### src/rtl/ex_muldiv_if.sv
// ---------------------------------------------------------------------------
// ex_muldiv_if
//   Execute-stage bundle between the pipeline and the HI/LO multiply/divide
//   unit.
//
//   Pipeline -> unit : valid, flush, funct, operand_1 (rs), operand_2 (rt)
//   Unit -> pipeline : stall_req, result (MFHI/MFLO data), hi_out, lo_out
//
//   master modport : pipeline side (drives the instruction)
//   slave modport  : ex_muldiv side
// ---------------------------------------------------------------------------
interface ex_muldiv_if #(
    parameter int DATA_WIDTH = 32
);
    logic                  valid;
    logic                  flush;
    logic [5:0]            funct;
    logic [DATA_WIDTH-1:0] operand_1;
    logic [DATA_WIDTH-1:0] operand_2;
    logic                  stall_req;
    logic [DATA_WIDTH-1:0] result;
    logic [DATA_WIDTH-1:0] hi_out;
    logic [DATA_WIDTH-1:0] lo_out;

    modport master (
        output valid, flush, funct, operand_1, operand_2,
        input  stall_req, result, hi_out, lo_out
    );

    modport slave (
        input  valid, flush, funct, operand_1, operand_2,
        output stall_req, result, hi_out, lo_out
    );
endinterface

### src/rtl/ex_muldiv.sv
// ---------------------------------------------------------------------------
// ex_muldiv
//   Execute-stage HI/LO unit. Owns the architectural HI/LO registers and
//   executes MULT/MULTU/DIV/DIVU/MFHI/MFLO/MTHI/MTLO from the decoded funct.
//
//   Ports:
//     clk  - pipeline clock
//     rst  - asynchronous, active-high reset
//     bus  - ex_muldiv_if.slave:
//              valid/flush/funct/operand_1/operand_2 in,
//              stall_req (hold IF/ID/EX), result (MFHI/MFLO data, else 0),
//              hi_out/lo_out (current HI/LO) out
//
//   Divide: restoring, one quotient bit per cycle on operand magnitudes,
//   signs applied in a final DONE cycle. stall_req is high for 33 cycles
//   (issue + 32 iterations). Divide by zero completes in the issue cycle
//   with LO=all-ones, HI=dividend. DIV_ITERS must equal DATA_WIDTH.
//
//   Build option MULDIV_MULT_PIPE_EN:
//     undefined - single-cycle multiply, no stall.
//     defined   - product registered in the issue cycle (1 stall cycle),
//                 {HI,LO} written at the end of the following cycle unless
//                 that cycle is flushed.
// ---------------------------------------------------------------------------
module ex_muldiv #(
    parameter int DATA_WIDTH = 32,
    parameter int DIV_ITERS  = 32
) (
    input  logic       clk,
    input  logic       rst,
    ex_muldiv_if.slave bus
);
    localparam int                    CNT_W    = (DIV_ITERS > 1) ? $clog2(DIV_ITERS) : 1;
    localparam logic [CNT_W-1:0]      CNT_LAST = CNT_W'(DIV_ITERS - 1);
    localparam logic [CNT_W-1:0]      CNT_ZERO = {CNT_W{1'b0}};
    localparam logic [CNT_W-1:0]      CNT_ONE  = CNT_W'(32'd1);
    localparam logic [DATA_WIDTH-1:0] ZERO_W   = {DATA_WIDTH{1'b0}};
    localparam logic [DATA_WIDTH-1:0] ONES_W   = {DATA_WIDTH{1'b1}};

    localparam logic [1:0] ST_IDLE = 2'd0;
    localparam logic [1:0] ST_BUSY = 2'd1;
    localparam logic [1:0] ST_DONE = 2'd2;

    localparam logic [5:0] FN_MFHI  = 6'h10;
    localparam logic [5:0] FN_MTHI  = 6'h11;
    localparam logic [5:0] FN_MFLO  = 6'h12;
    localparam logic [5:0] FN_MTLO  = 6'h13;
    localparam logic [5:0] FN_MULT  = 6'h18;
    localparam logic [5:0] FN_MULTU = 6'h19;
    localparam logic [5:0] FN_DIV   = 6'h1A;
    localparam logic [5:0] FN_DIVU  = 6'h1B;

    // Two's-complement negate of a data word.
    function automatic logic [DATA_WIDTH-1:0] negate_f(input logic [DATA_WIDTH-1:0] v);
        negate_f = ZERO_W - v;
    endfunction

    // Decode / operand preparation
    logic                    act_s;
    logic                    is_div_s;
    logic                    signed_div_s;
    logic                    div_zero_s;
    logic                    dvd_neg_s;
    logic                    dvs_neg_s;
    logic [DATA_WIDTH-1:0]   dvd_mag_s;
    logic [DATA_WIDTH-1:0]   dvs_mag_s;
    logic [2*DATA_WIDTH-1:0] mul_a_s;
    logic [2*DATA_WIDTH-1:0] mul_b_s;
    logic [2*DATA_WIDTH-1:0] prod_s;

    // Divider datapath
    logic [1:0]              state_r;
    logic [1:0]              state_nxt_s;
    logic [CNT_W-1:0]        counter_r;
    logic [CNT_W-1:0]        counter_nxt_s;
    logic [DATA_WIDTH-1:0]   rem_r;
    logic [DATA_WIDTH-1:0]   rem_nxt_s;
    logic [DATA_WIDTH-1:0]   quo_r;
    logic [DATA_WIDTH-1:0]   quo_nxt_s;
    logic [DATA_WIDTH-1:0]   dvs_r;
    logic [DATA_WIDTH-1:0]   dvs_nxt_s;
    logic                    q_neg_r;
    logic                    q_neg_nxt_s;
    logic                    r_neg_r;
    logic                    r_neg_nxt_s;
    logic [DATA_WIDTH:0]     partial_s;
    logic [DATA_WIDTH:0]     diff_s;
    logic [DATA_WIDTH-1:0]   quo_fix_s;
    logic [DATA_WIDTH-1:0]   rem_fix_s;
    logic                    div_stall_s;

    // Architectural state and outputs
    logic [DATA_WIDTH-1:0]   hi_r;
    logic [DATA_WIDTH-1:0]   lo_r;
    logic [DATA_WIDTH-1:0]   hi_nxt_s;
    logic [DATA_WIDTH-1:0]   lo_nxt_s;
    logic [DATA_WIDTH-1:0]   result_s;
    logic                    mul_stall_s;
    logic                    mul_busy_s;

    assign act_s        = bus.valid & ~bus.flush;
    assign is_div_s     = (bus.funct == FN_DIV) || (bus.funct == FN_DIVU);
    assign signed_div_s = (bus.funct == FN_DIV);
    assign div_zero_s   = (bus.operand_2 == ZERO_W);

    // Magnitudes and result signs for the divider (remainder follows dividend).
    always_comb begin
        dvd_neg_s = signed_div_s & bus.operand_1[DATA_WIDTH-1];
        dvs_neg_s = signed_div_s & bus.operand_2[DATA_WIDTH-1];
        dvd_mag_s = dvd_neg_s ? negate_f(bus.operand_1) : bus.operand_1;
        dvs_mag_s = dvs_neg_s ? negate_f(bus.operand_2) : bus.operand_2;
    end

    // Full-width product: sign- or zero-extend both operands, keep the low 2W bits.
    always_comb begin
        if (bus.funct == FN_MULT) begin
            mul_a_s = {{DATA_WIDTH{bus.operand_1[DATA_WIDTH-1]}}, bus.operand_1};
            mul_b_s = {{DATA_WIDTH{bus.operand_2[DATA_WIDTH-1]}}, bus.operand_2};
        end else begin
            mul_a_s = {ZERO_W, bus.operand_1};
            mul_b_s = {ZERO_W, bus.operand_2};
        end
        prod_s = mul_a_s * mul_b_s;
    end

`ifdef MULDIV_MULT_PIPE_EN
    logic                    is_mul_s;
    logic                    mul_pend_r;
    logic [2*DATA_WIDTH-1:0] mul_prod_r;

    assign is_mul_s    = (bus.funct == FN_MULT) || (bus.funct == FN_MULTU);
    assign mul_busy_s  = mul_pend_r;
    // The issue cycle stalls once; the held instruction is not re-issued in cycle two.
    assign mul_stall_s = (state_r == ST_IDLE) & act_s & is_mul_s & ~mul_pend_r;

    // Multiply first stage: capture the product in the issue cycle.
    always_ff @(posedge clk or posedge rst) begin
        if (rst) begin
            mul_pend_r <= 1'b0;
            mul_prod_r <= {2*DATA_WIDTH{1'b0}};
        end else if (mul_pend_r) begin
            mul_pend_r <= 1'b0;
            mul_prod_r <= mul_prod_r;
        end else if (mul_stall_s) begin
            mul_pend_r <= 1'b1;
            mul_prod_r <= prod_s;
        end else begin
            mul_pend_r <= 1'b0;
            mul_prod_r <= mul_prod_r;
        end
    end
`else
    assign mul_busy_s  = 1'b0;
    assign mul_stall_s = 1'b0;
`endif

    // One restoring step: shift in the next dividend bit, subtract if it fits.
    assign partial_s = {rem_r, quo_r[DATA_WIDTH-1]};
    assign diff_s    = partial_s - {1'b0, dvs_r};

    // Final sign correction of the unsigned quotient/remainder.
    assign quo_fix_s = q_neg_r ? negate_f(quo_r) : quo_r;
    assign rem_fix_s = r_neg_r ? negate_f(rem_r) : rem_r;

    // Divider FSM next state, datapath and stall request.
    always_comb begin
        state_nxt_s   = state_r;
        counter_nxt_s = counter_r;
        rem_nxt_s     = rem_r;
        quo_nxt_s     = quo_r;
        dvs_nxt_s     = dvs_r;
        q_neg_nxt_s   = q_neg_r;
        r_neg_nxt_s   = r_neg_r;
        div_stall_s   = 1'b0;
        case (state_r)
            ST_IDLE: begin
                if (act_s && is_div_s && !div_zero_s && !mul_busy_s) begin
                    state_nxt_s   = ST_BUSY;
                    counter_nxt_s = CNT_ZERO;
                    rem_nxt_s     = ZERO_W;
                    quo_nxt_s     = dvd_mag_s;
                    dvs_nxt_s     = dvs_mag_s;
                    q_neg_nxt_s   = dvd_neg_s ^ dvs_neg_s;
                    r_neg_nxt_s   = dvd_neg_s;
                    div_stall_s   = 1'b1;
                end else begin
                    state_nxt_s   = ST_IDLE;
                    div_stall_s   = 1'b0;
                end
            end
            ST_BUSY: begin
                if (bus.flush) begin
                    state_nxt_s   = ST_IDLE;
                    counter_nxt_s = CNT_ZERO;
                    div_stall_s   = 1'b0;
                end else begin
                    div_stall_s   = 1'b1;
                    counter_nxt_s = counter_r + CNT_ONE;
                    // A clear top bit means the divisor fit into the partial remainder.
                    if (!diff_s[DATA_WIDTH]) begin
                        rem_nxt_s = diff_s[DATA_WIDTH-1:0];
                        quo_nxt_s = {quo_r[DATA_WIDTH-2:0], 1'b1};
                    end else begin
                        rem_nxt_s = partial_s[DATA_WIDTH-1:0];
                        quo_nxt_s = {quo_r[DATA_WIDTH-2:0], 1'b0};
                    end
                    if (counter_r == CNT_LAST) begin
                        state_nxt_s = ST_DONE;
                    end else begin
                        state_nxt_s = ST_BUSY;
                    end
                end
            end
            ST_DONE: begin
                // Results are written this cycle; stall drops so the instruction retires.
                state_nxt_s   = ST_IDLE;
                counter_nxt_s = CNT_ZERO;
                div_stall_s   = 1'b0;
            end
            default: begin
                state_nxt_s   = ST_IDLE;
                counter_nxt_s = CNT_ZERO;
                div_stall_s   = 1'b0;
            end
        endcase
    end

    // HI/LO next value from the instruction in EX or the finishing divide.
    always_comb begin
        hi_nxt_s = hi_r;
        lo_nxt_s = lo_r;
        case (state_r)
            ST_IDLE: begin
                if (mul_busy_s) begin
`ifdef MULDIV_MULT_PIPE_EN
                    if (!bus.flush) begin
                        {hi_nxt_s, lo_nxt_s} = mul_prod_r;
                    end else begin
                        hi_nxt_s = hi_r;
                        lo_nxt_s = lo_r;
                    end
`else
                    hi_nxt_s = hi_r;
                    lo_nxt_s = lo_r;
`endif
                end else if (act_s) begin
                    case (bus.funct)
                        FN_MTHI: hi_nxt_s = bus.operand_1;
                        FN_MTLO: lo_nxt_s = bus.operand_1;
`ifndef MULDIV_MULT_PIPE_EN
                        FN_MULT, FN_MULTU: {hi_nxt_s, lo_nxt_s} = prod_s;
`endif
                        FN_DIV, FN_DIVU: begin
                            if (div_zero_s) begin
                                lo_nxt_s = ONES_W;
                                hi_nxt_s = bus.operand_1;
                            end else begin
                                hi_nxt_s = hi_r;
                                lo_nxt_s = lo_r;
                            end
                        end
                        default: begin
                            hi_nxt_s = hi_r;
                            lo_nxt_s = lo_r;
                        end
                    endcase
                end else begin
                    hi_nxt_s = hi_r;
                    lo_nxt_s = lo_r;
                end
            end
            ST_DONE: begin
                if (!bus.flush) begin
                    lo_nxt_s = quo_fix_s;
                    hi_nxt_s = rem_fix_s;
                end else begin
                    hi_nxt_s = hi_r;
                    lo_nxt_s = lo_r;
                end
            end
            default: begin
                hi_nxt_s = hi_r;
                lo_nxt_s = lo_r;
            end
        endcase
    end

    // MFHI/MFLO read path; zero while in reset and for all other functs.
    always_comb begin
        result_s = ZERO_W;
        if (!rst && act_s) begin
            case (bus.funct)
                FN_MFHI: result_s = hi_r;
                FN_MFLO: result_s = lo_r;
                default: result_s = ZERO_W;
            endcase
        end else begin
            result_s = ZERO_W;
        end
    end

    // Divider state and datapath registers.
    always_ff @(posedge clk or posedge rst) begin
        if (rst) begin
            state_r   <= ST_IDLE;
            counter_r <= CNT_ZERO;
            rem_r     <= ZERO_W;
            quo_r     <= ZERO_W;
            dvs_r     <= ZERO_W;
            q_neg_r   <= 1'b0;
            r_neg_r   <= 1'b0;
        end else begin
            state_r   <= state_nxt_s;
            counter_r <= counter_nxt_s;
            rem_r     <= rem_nxt_s;
            quo_r     <= quo_nxt_s;
            dvs_r     <= dvs_nxt_s;
            q_neg_r   <= q_neg_nxt_s;
            r_neg_r   <= r_neg_nxt_s;
        end
    end

    // Architectural HI/LO registers.
    always_ff @(posedge clk or posedge rst) begin
        if (rst) begin
            hi_r <= ZERO_W;
            lo_r <= ZERO_W;
        end else begin
            hi_r <= hi_nxt_s;
            lo_r <= lo_nxt_s;
        end
    end

    // Stall must act in the same cycle, so it is combinational; reset forces it low.
    assign bus.stall_req = (div_stall_s | mul_stall_s) & ~rst;
    assign bus.result    = result_s;
    assign bus.hi_out    = hi_r;
    assign bus.lo_out    = lo_r;
endmodule

### src/flat_wrapper.sv
// flat-port wrapper written by rule: the top's interface ports become plain ports
module ex_muldiv_flat 
#(
    parameter int DATA_WIDTH = 32,
    parameter int DIV_ITERS  = 32
)
  (clk, rst, bus_valid, bus_flush, bus_funct, bus_operand_1, bus_operand_2, bus_stall_req, bus_result, bus_hi_out, bus_lo_out);
  ex_muldiv_if #(.DATA_WIDTH(DATA_WIDTH)) bus_i ();
  input  logic clk;
  input  logic rst;
  input wire logic [$bits(bus_i.valid)-1:0] bus_valid;
  input wire logic [$bits(bus_i.flush)-1:0] bus_flush;
  input wire logic [$bits(bus_i.funct)-1:0] bus_funct;
  input wire logic [$bits(bus_i.operand_1)-1:0] bus_operand_1;
  input wire logic [$bits(bus_i.operand_2)-1:0] bus_operand_2;
  output wire logic [$bits(bus_i.stall_req)-1:0] bus_stall_req;
  output wire logic [$bits(bus_i.result)-1:0] bus_result;
  output wire logic [$bits(bus_i.hi_out)-1:0] bus_hi_out;
  output wire logic [$bits(bus_i.lo_out)-1:0] bus_lo_out;
  assign bus_i.valid = bus_valid;
  assign bus_i.flush = bus_flush;
  assign bus_i.funct = bus_funct;
  assign bus_i.operand_1 = bus_operand_1;
  assign bus_i.operand_2 = bus_operand_2;
  assign bus_stall_req = bus_i.stall_req;
  assign bus_result = bus_i.result;
  assign bus_hi_out = bus_i.hi_out;
  assign bus_lo_out = bus_i.lo_out;
  ex_muldiv #(.DATA_WIDTH(DATA_WIDTH), .DIV_ITERS(DIV_ITERS)) u_core (.clk(clk), .rst(rst), .bus(bus_i));
endmodule
### config.mk
export PLATFORM = sky130hd
export DESIGN_NAME = ex_muldiv_flat
export DESIGN_NICKNAME = d
export VERILOG_FILES = /design/src/rtl/ex_muldiv_if.sv /design/src/rtl/ex_muldiv.sv /design/src/flat_wrapper.sv
export SDC_FILE = /design/constraint.sdc
export NUM_CORES = 2
export LEC_CHECK = 0
export ABC_AREA = 1
export CAP_MARGIN = 5
export CORE_UTILIZATION = 60
export CTS_BUF_LIST = sky130_fd_sc_hd__clkbuf_4 sky130_fd_sc_hd__clkbuf_8
export DETAILED_ROUTE_END_ITERATION = 6
export PLACE_DENSITY_LB_ADDON = 0.15
export SLEW_MARGIN = 20
export SYNTH_ARGS = -nofsm -noshare
export SYNTH_HDL_FRONTEND = slang
export SYNTH_SLANG_ARGS = --single-unit
### constraint.sdc
create_clock -name clk -period 7.5 [get_ports clk]
set_input_delay 1.5 -clock clk [delete_from_list [all_inputs] [get_ports clk]]
set_output_delay 1.5 -clock clk [all_outputs]
set_load 0.005 [all_outputs]
==> flow_summary.html <==
<table>
<tr><th>Metric</th><th>Value</th></tr>
<tr><th colspan="2">Run status</th></tr>
<tr><td>Outcome</td><td>finished, violations left</td></tr>
<tr><td>Violated checks</td><td>design-rule violations, negative setup slack</td></tr>
<tr><th colspan="2">Timing</th></tr>
<tr><td>Post-route setup slack</td><td>-2.187 ns</td></tr>
<tr><td>Final cycle utilization of the critical path</td><td>1.292</td></tr>
<tr><td>Final Max Slew Viols</td><td>0</td></tr>
<tr><td>Slew HR</td><td>0.3423</td></tr>
<tr><td>Final critical path time including I/O delays and setup</td><td>9.687 ns</td></tr>
<tr><td>Upper clock frequency limit</td><td>0.1032 GHz</td></tr>
<tr><td>Clock Skews</td><td>0.01941 ns</td></tr>
<tr><td>Count of final setup violators</td><td>55</td></tr>
<tr><td>Final hold violation count</td><td>0</td></tr>
<tr><td>RSZ-0062 raised after global routing</td><td>true</td></tr>
<tr><td>Pin slew with the least headroom to its limit</td><td>0.9865 ns</td></tr>
<tr><th colspan="2">Worst setup path</th></tr>
<tr><td>Crit path capture type</td><td>register</td></tr>
<tr><td>Critical path fanouts, max</td><td>4</td></tr>
<tr><td>Startpoint kind of the worst setup timing path</td><td>primary input</td></tr>
<tr><td>Critical Path AT</td><td>10.14 ns</td></tr>
<tr><td>Biggest cell delay along the critical path</td><td>0.60 ns</td></tr>
<tr><td>Type of the worst setup path</td><td>primary input to register</td></tr>
<tr><td>Worst endpoint required time</td><td>7.95 ns</td></tr>
<tr><td>Crit-path slowest cell</td><td>sky130_fd_sc_hd__fa_2</td></tr>
<tr><th colspan="2">GRT</th></tr>
<tr><td>Number of global-route vias before repair</td><td>61120</td></tr>
<tr><td>Antenna violations before repair</td><td>19</td></tr>
<tr><td>Total Routing Usage GR</td><td>0.4805</td></tr>
<tr><td>Remaining global-route overflow</td><td>0</td></tr>
<tr><td>First-pass GRT wire length</td><td>372900 µm</td></tr>
<tr><td>Pin count of the biggest net entering global routing</td><td>170</td></tr>
<tr><th colspan="2">Placement</th></tr>
<tr><td>Half-perimeter wire length after placement</td><td>202200 µm</td></tr>
<tr><td>Number of buffers inserted by port buffering</td><td>170</td></tr>
<tr><td>Global placer's final weighted congestion</td><td>1.112</td></tr>
<tr><td>Placed cell areas</td><td>73200 µm²</td></tr>
<tr><td>Pre-CTS WS</td><td>-3.919 ns</td></tr>
<tr><th colspan="2">Synth</th></tr>
<tr><td>Synthesized area</td><td>62670 µm²</td></tr>
<tr><td>Cell count after synthesis</td><td>8030</td></tr>
<tr><td>Proportion of synthesized flip-flops having asynchronous set or reset</td><td>1.000</td></tr>
<tr><td>Seq cells post-synth</td><td>169</td></tr>
<tr><td>Top cells by instance count after synthesis</td><td>2252 x sky130_fd_sc_hd__inv_1, 1942 x sky130_fd_sc_hd__nand2_1, 1420 x sky130_fd_sc_hd__fa_1, 351 x sky130_fd_sc_hd__nor2_1, 346 x sky130_fd_sc_hd__ha_1</td></tr>
<tr><td>Area share of the leading cell type in the synthesized netlist</td><td>0.4536</td></tr>
<tr><td>Post-synth EDFFs</td><td>0</td></tr>
<tr><td>Yosys warns</td><td>0</td></tr>
<tr><td>Cell taking the most area after synthesis</td><td>sky130_fd_sc_hd__fa_1</td></tr>
<tr><td>Top-count cell post-synth</td><td>sky130_fd_sc_hd__inv_1</td></tr>
<tr><td>Sequential area share after synthesis</td><td>0.06748</td></tr>
<tr><td>Cell variety after synth</td><td>54</td></tr>
<tr><td>Post-Syn Nets</td><td>9870</td></tr>
<tr><td>Mean instance size in the synthesized netlist</td><td>7.804 µm²</td></tr>
<tr><td>Most instantiated flip-flop cell in the synthesis netlist</td><td>sky130_fd_sc_hd__dfrtp_1</td></tr>
<tr><td>Top area cells in the synthesized netlist</td><td>sky130_fd_sc_hd__fa_1 45%, sky130_fd_sc_hd__inv_1 13%, sky130_fd_sc_hd__nand2_1 12%</td></tr>
<tr><th colspan="2">Finish</th></tr>
<tr><td>Post-layout net count</td><td>10770</td></tr>
<tr><td>Share of post-route cells with drive strength above 1</td><td>0.2250</td></tr>
<tr><td>Post-Route Utilization</td><td>0.7597</td></tr>
<tr><td>Final standard cell area without fillers</td><td>78630 µm²</td></tr>
<tr><td>Area added between synthesis and finish</td><td>25.47%</td></tr>
<tr><th colspan="2">Die</th></tr>
<tr><td>Horizontal die dimension</td><td>325.2 µm</td></tr>
<tr><td>Core ar.</td><td>103500 µm²</td></tr>
<tr><td>Starting utilization of the core area</td><td>0.6055</td></tr>
<tr><td>Standard-cell row count</td><td>118</td></tr>
<tr><td>Height of the chip</td><td>325.2 µm</td></tr>
<tr><td>Top Ports</td><td>171</td></tr>
<tr><td>Area enclosed by the die boundary</td><td>105700 µm²</td></tr>
<tr><th colspan="2">CTS</th></tr>
<tr><td>Clock sinks</td><td>169</td></tr>
<tr><td>CTS Root Buffer Type</td><td>sky130_fd_sc_hd__clkbuf_8</td></tr>
<tr><td>H-tree lvl count</td><td>4</td></tr>
<tr><td>CTS tree</td><td>built</td></tr>
<tr><td>Total clock buffers created by CTS</td><td>17</td></tr>
<tr><td>Clock slew at reported path FFs</td><td>0.10 ns</td></tr>
<tr><td>Clk Latency, worst-skew pair</td><td>0.52 ns</td></tr>
<tr><td>Worst-case clock buffer depth</td><td>2</td></tr>
<tr><th colspan="2">Route</th></tr>
<tr><td>Count of routing violations after the opening detailed-route iteration</td><td>5952</td></tr>
<tr><td>DR DRC count</td><td>14</td></tr>
<tr><td>Number of nets still failing antenna checks after routing</td><td>0</td></tr>
<tr><td>Number of vias per cell after detailed routing</td><td>5.642</td></tr>
<tr><td>Average wire per standard cell</td><td>24.43 µm</td></tr>
<tr><td>Total wire length</td><td>252400 µm</td></tr>
<tr><td>First-pass iteration count of the detailed router</td><td>7</td></tr>
<tr><td>Vias</td><td>58290</td></tr>
<tr><th colspan="2">Hold path</th></tr>
<tr><td>Min-Delay Path Class</td><td>register to register</td></tr>
<tr><th colspan="2">Run</th></tr>
<tr><td>MaxCap Viol Count</td><td>0</td></tr>
</table>
==> stage by stage <==
step	instances	TNS (ns)	hold WS [ns]
after detailed placement	10120	-150.80	0.4791
after floorplan	8030	-57.80	0.4530
after CTS	10280	-82.16	0.5024
after global routing	10320	-95.89	0.5244
after global placement	10120	-146.40	0.4732
final	10330	-85.22	0.5000
==> cells by family (layout without fill, tap and decap cells) <==
| family | count (synthesis) | in the layout | share of synthesized area |
|---|---|---|---|
| xor+xnor | 138 | 138 | 0.01929 |
| flops | 169 | 169 | 0.06748 |
| buf+inv | 2614 | 3523 | 0.1584 |
| other cells | 0 | 13 | 0 |
| simple gates | 2662 | 2662 | 0.1709 |
| compound gates | 681 | 681 | 0.06127 |
| fa+ha+maj | 1766 | 1766 | 0.5227 |
==> placed cells by master (no fill, tap or decap), types with 55 or more instances in the layout <==
master                               n
sky130_fd_sc_hd__fa_1             1284
sky130_fd_sc_hd__nor2_4             63
sky130_fd_sc_hd__nor2_1            236
sky130_fd_sc_hd__inv_2             128
sky130_fd_sc_hd__buf_4             856
sky130_fd_sc_hd__clkdlybuf4s50_1   107
sky130_fd_sc_hd__a21oi_1           168
sky130_fd_sc_hd__buf_12             93
sky130_fd_sc_hd__inv_1            2121
sky130_fd_sc_hd__nand2_2            95
sky130_fd_sc_hd__nand2_1          1808
sky130_fd_sc_hd__buf_6              88
sky130_fd_sc_hd__nor2_2             64
sky130_fd_sc_hd__dfrtp_1           169
sky130_fd_sc_hd__nand3_1           161
sky130_fd_sc_hd__a21oi_2            56
sky130_fd_sc_hd__fa_2              136
sky130_fd_sc_hd__ha_1              288
sky130_fd_sc_hd__o21ai_1            55
sky130_fd_sc_hd__xor2_1             93
sky130_fd_sc_hd__o21ai_0           175
sky130_fd_sc_hd__ha_4               56
==> critical path, delay by kind of cell <==
kind | cells | cell delay, ns
buffers and inverters | 14 | 1.52
AND/OR/NAND/NOR | 10 | 0.92
AO/OA/AOI/OAI | 4 | 0.68
adder cells (fa/ha/maj) | 11 | 5.48
==> cell type report <==
| cell class | instances | area (µm²) |
|---|---|---|
| clock buffers | 19 | 255.2 |
| multi-input cells | 5247 | 52210 |
| inverters | 2261 | 8531 |
| repair buffers | 1230 | 11480 |
| flip-flops and latches | 169 | 4229 |
| fillers | 7506 | 24870 |
| clock inverters | 13 | 168.9 |
| well taps | 1380 | 1727 |
| diodes | 13 | 32.53 |
==> worst paths after layout <==
path / cells after the start / endpoint / slack, ns / start
setup / recovery: 39 / u_core.bus.hi_out[24]$_DFFE_PP0P_ / -2.19 / bus_funct[5]
hold / removal: 2 / u_core.dvs_r[24]$_DFFE_PP0P_ / 0.50 / u_core.dvs_r[24]$_DFFE_PP0P_
setup reg to reg: 15 / u_core.quo_r[0]$_DFFE_PP0P_ / 3.91 / u_core.quo_r[31]$_DFFE_PP0P_
hold reg to reg: 2 / u_core.dvs_r[24]$_DFFE_PP0P_ / 0.50 / u_core.dvs_r[24]$_DFFE_PP0P_
max in group asynchronous: 3 / u_core.quo_r[11]$_DFFE_PP0P_ / 5.00 / rst
min in group asynchronous: 3 / u_core.rem_r[5]$_DFFE_PP0P_ / 1.75 / rst
==> state kept, by name (all words and copies together) (netlist names) <==
register / flops
u_core.bus.hi_out: 32
u_core.bus.lo_out: 32
u_core.counter_r: 5
u_core.dvs_r: 32
u_core.q_neg_r: 1
u_core.quo_r: 32
u_core.r_neg_r: 1
u_core.rem_r: 32
u_core.state_r: 2
==> per-layer routing <==
layer | up-vias | wire length, µm | GRT usage
met5 | - | 95 | 0
met3 | 1112 | 28760 | 0.1415
met1 | 28640 | 84520 | 0.5559
met4 | 14 | 26830 | 0.3835
met2 | 3537 | 112200 | 0.7470
li1 | 24990 | - | -
==> timing repair <==
| action | 4_1_cts | 5_1_grt |
|---|---|---|
| hold buffers | 0 | 0 |
| pin swaps | 287 | 272 |
| resized for setup | 720 | 334 |
| setup buffers | 124 | 42 |
| gates cloned | 13 | 2 |
| setup endpoints to repair | 57 | 56 |
| hold endpoints to repair | 0 | 0 |
Power is left out: the tool's default activity adds up to more than one toggle a clock period on the data nets, which glitch-free logic cannot reach.
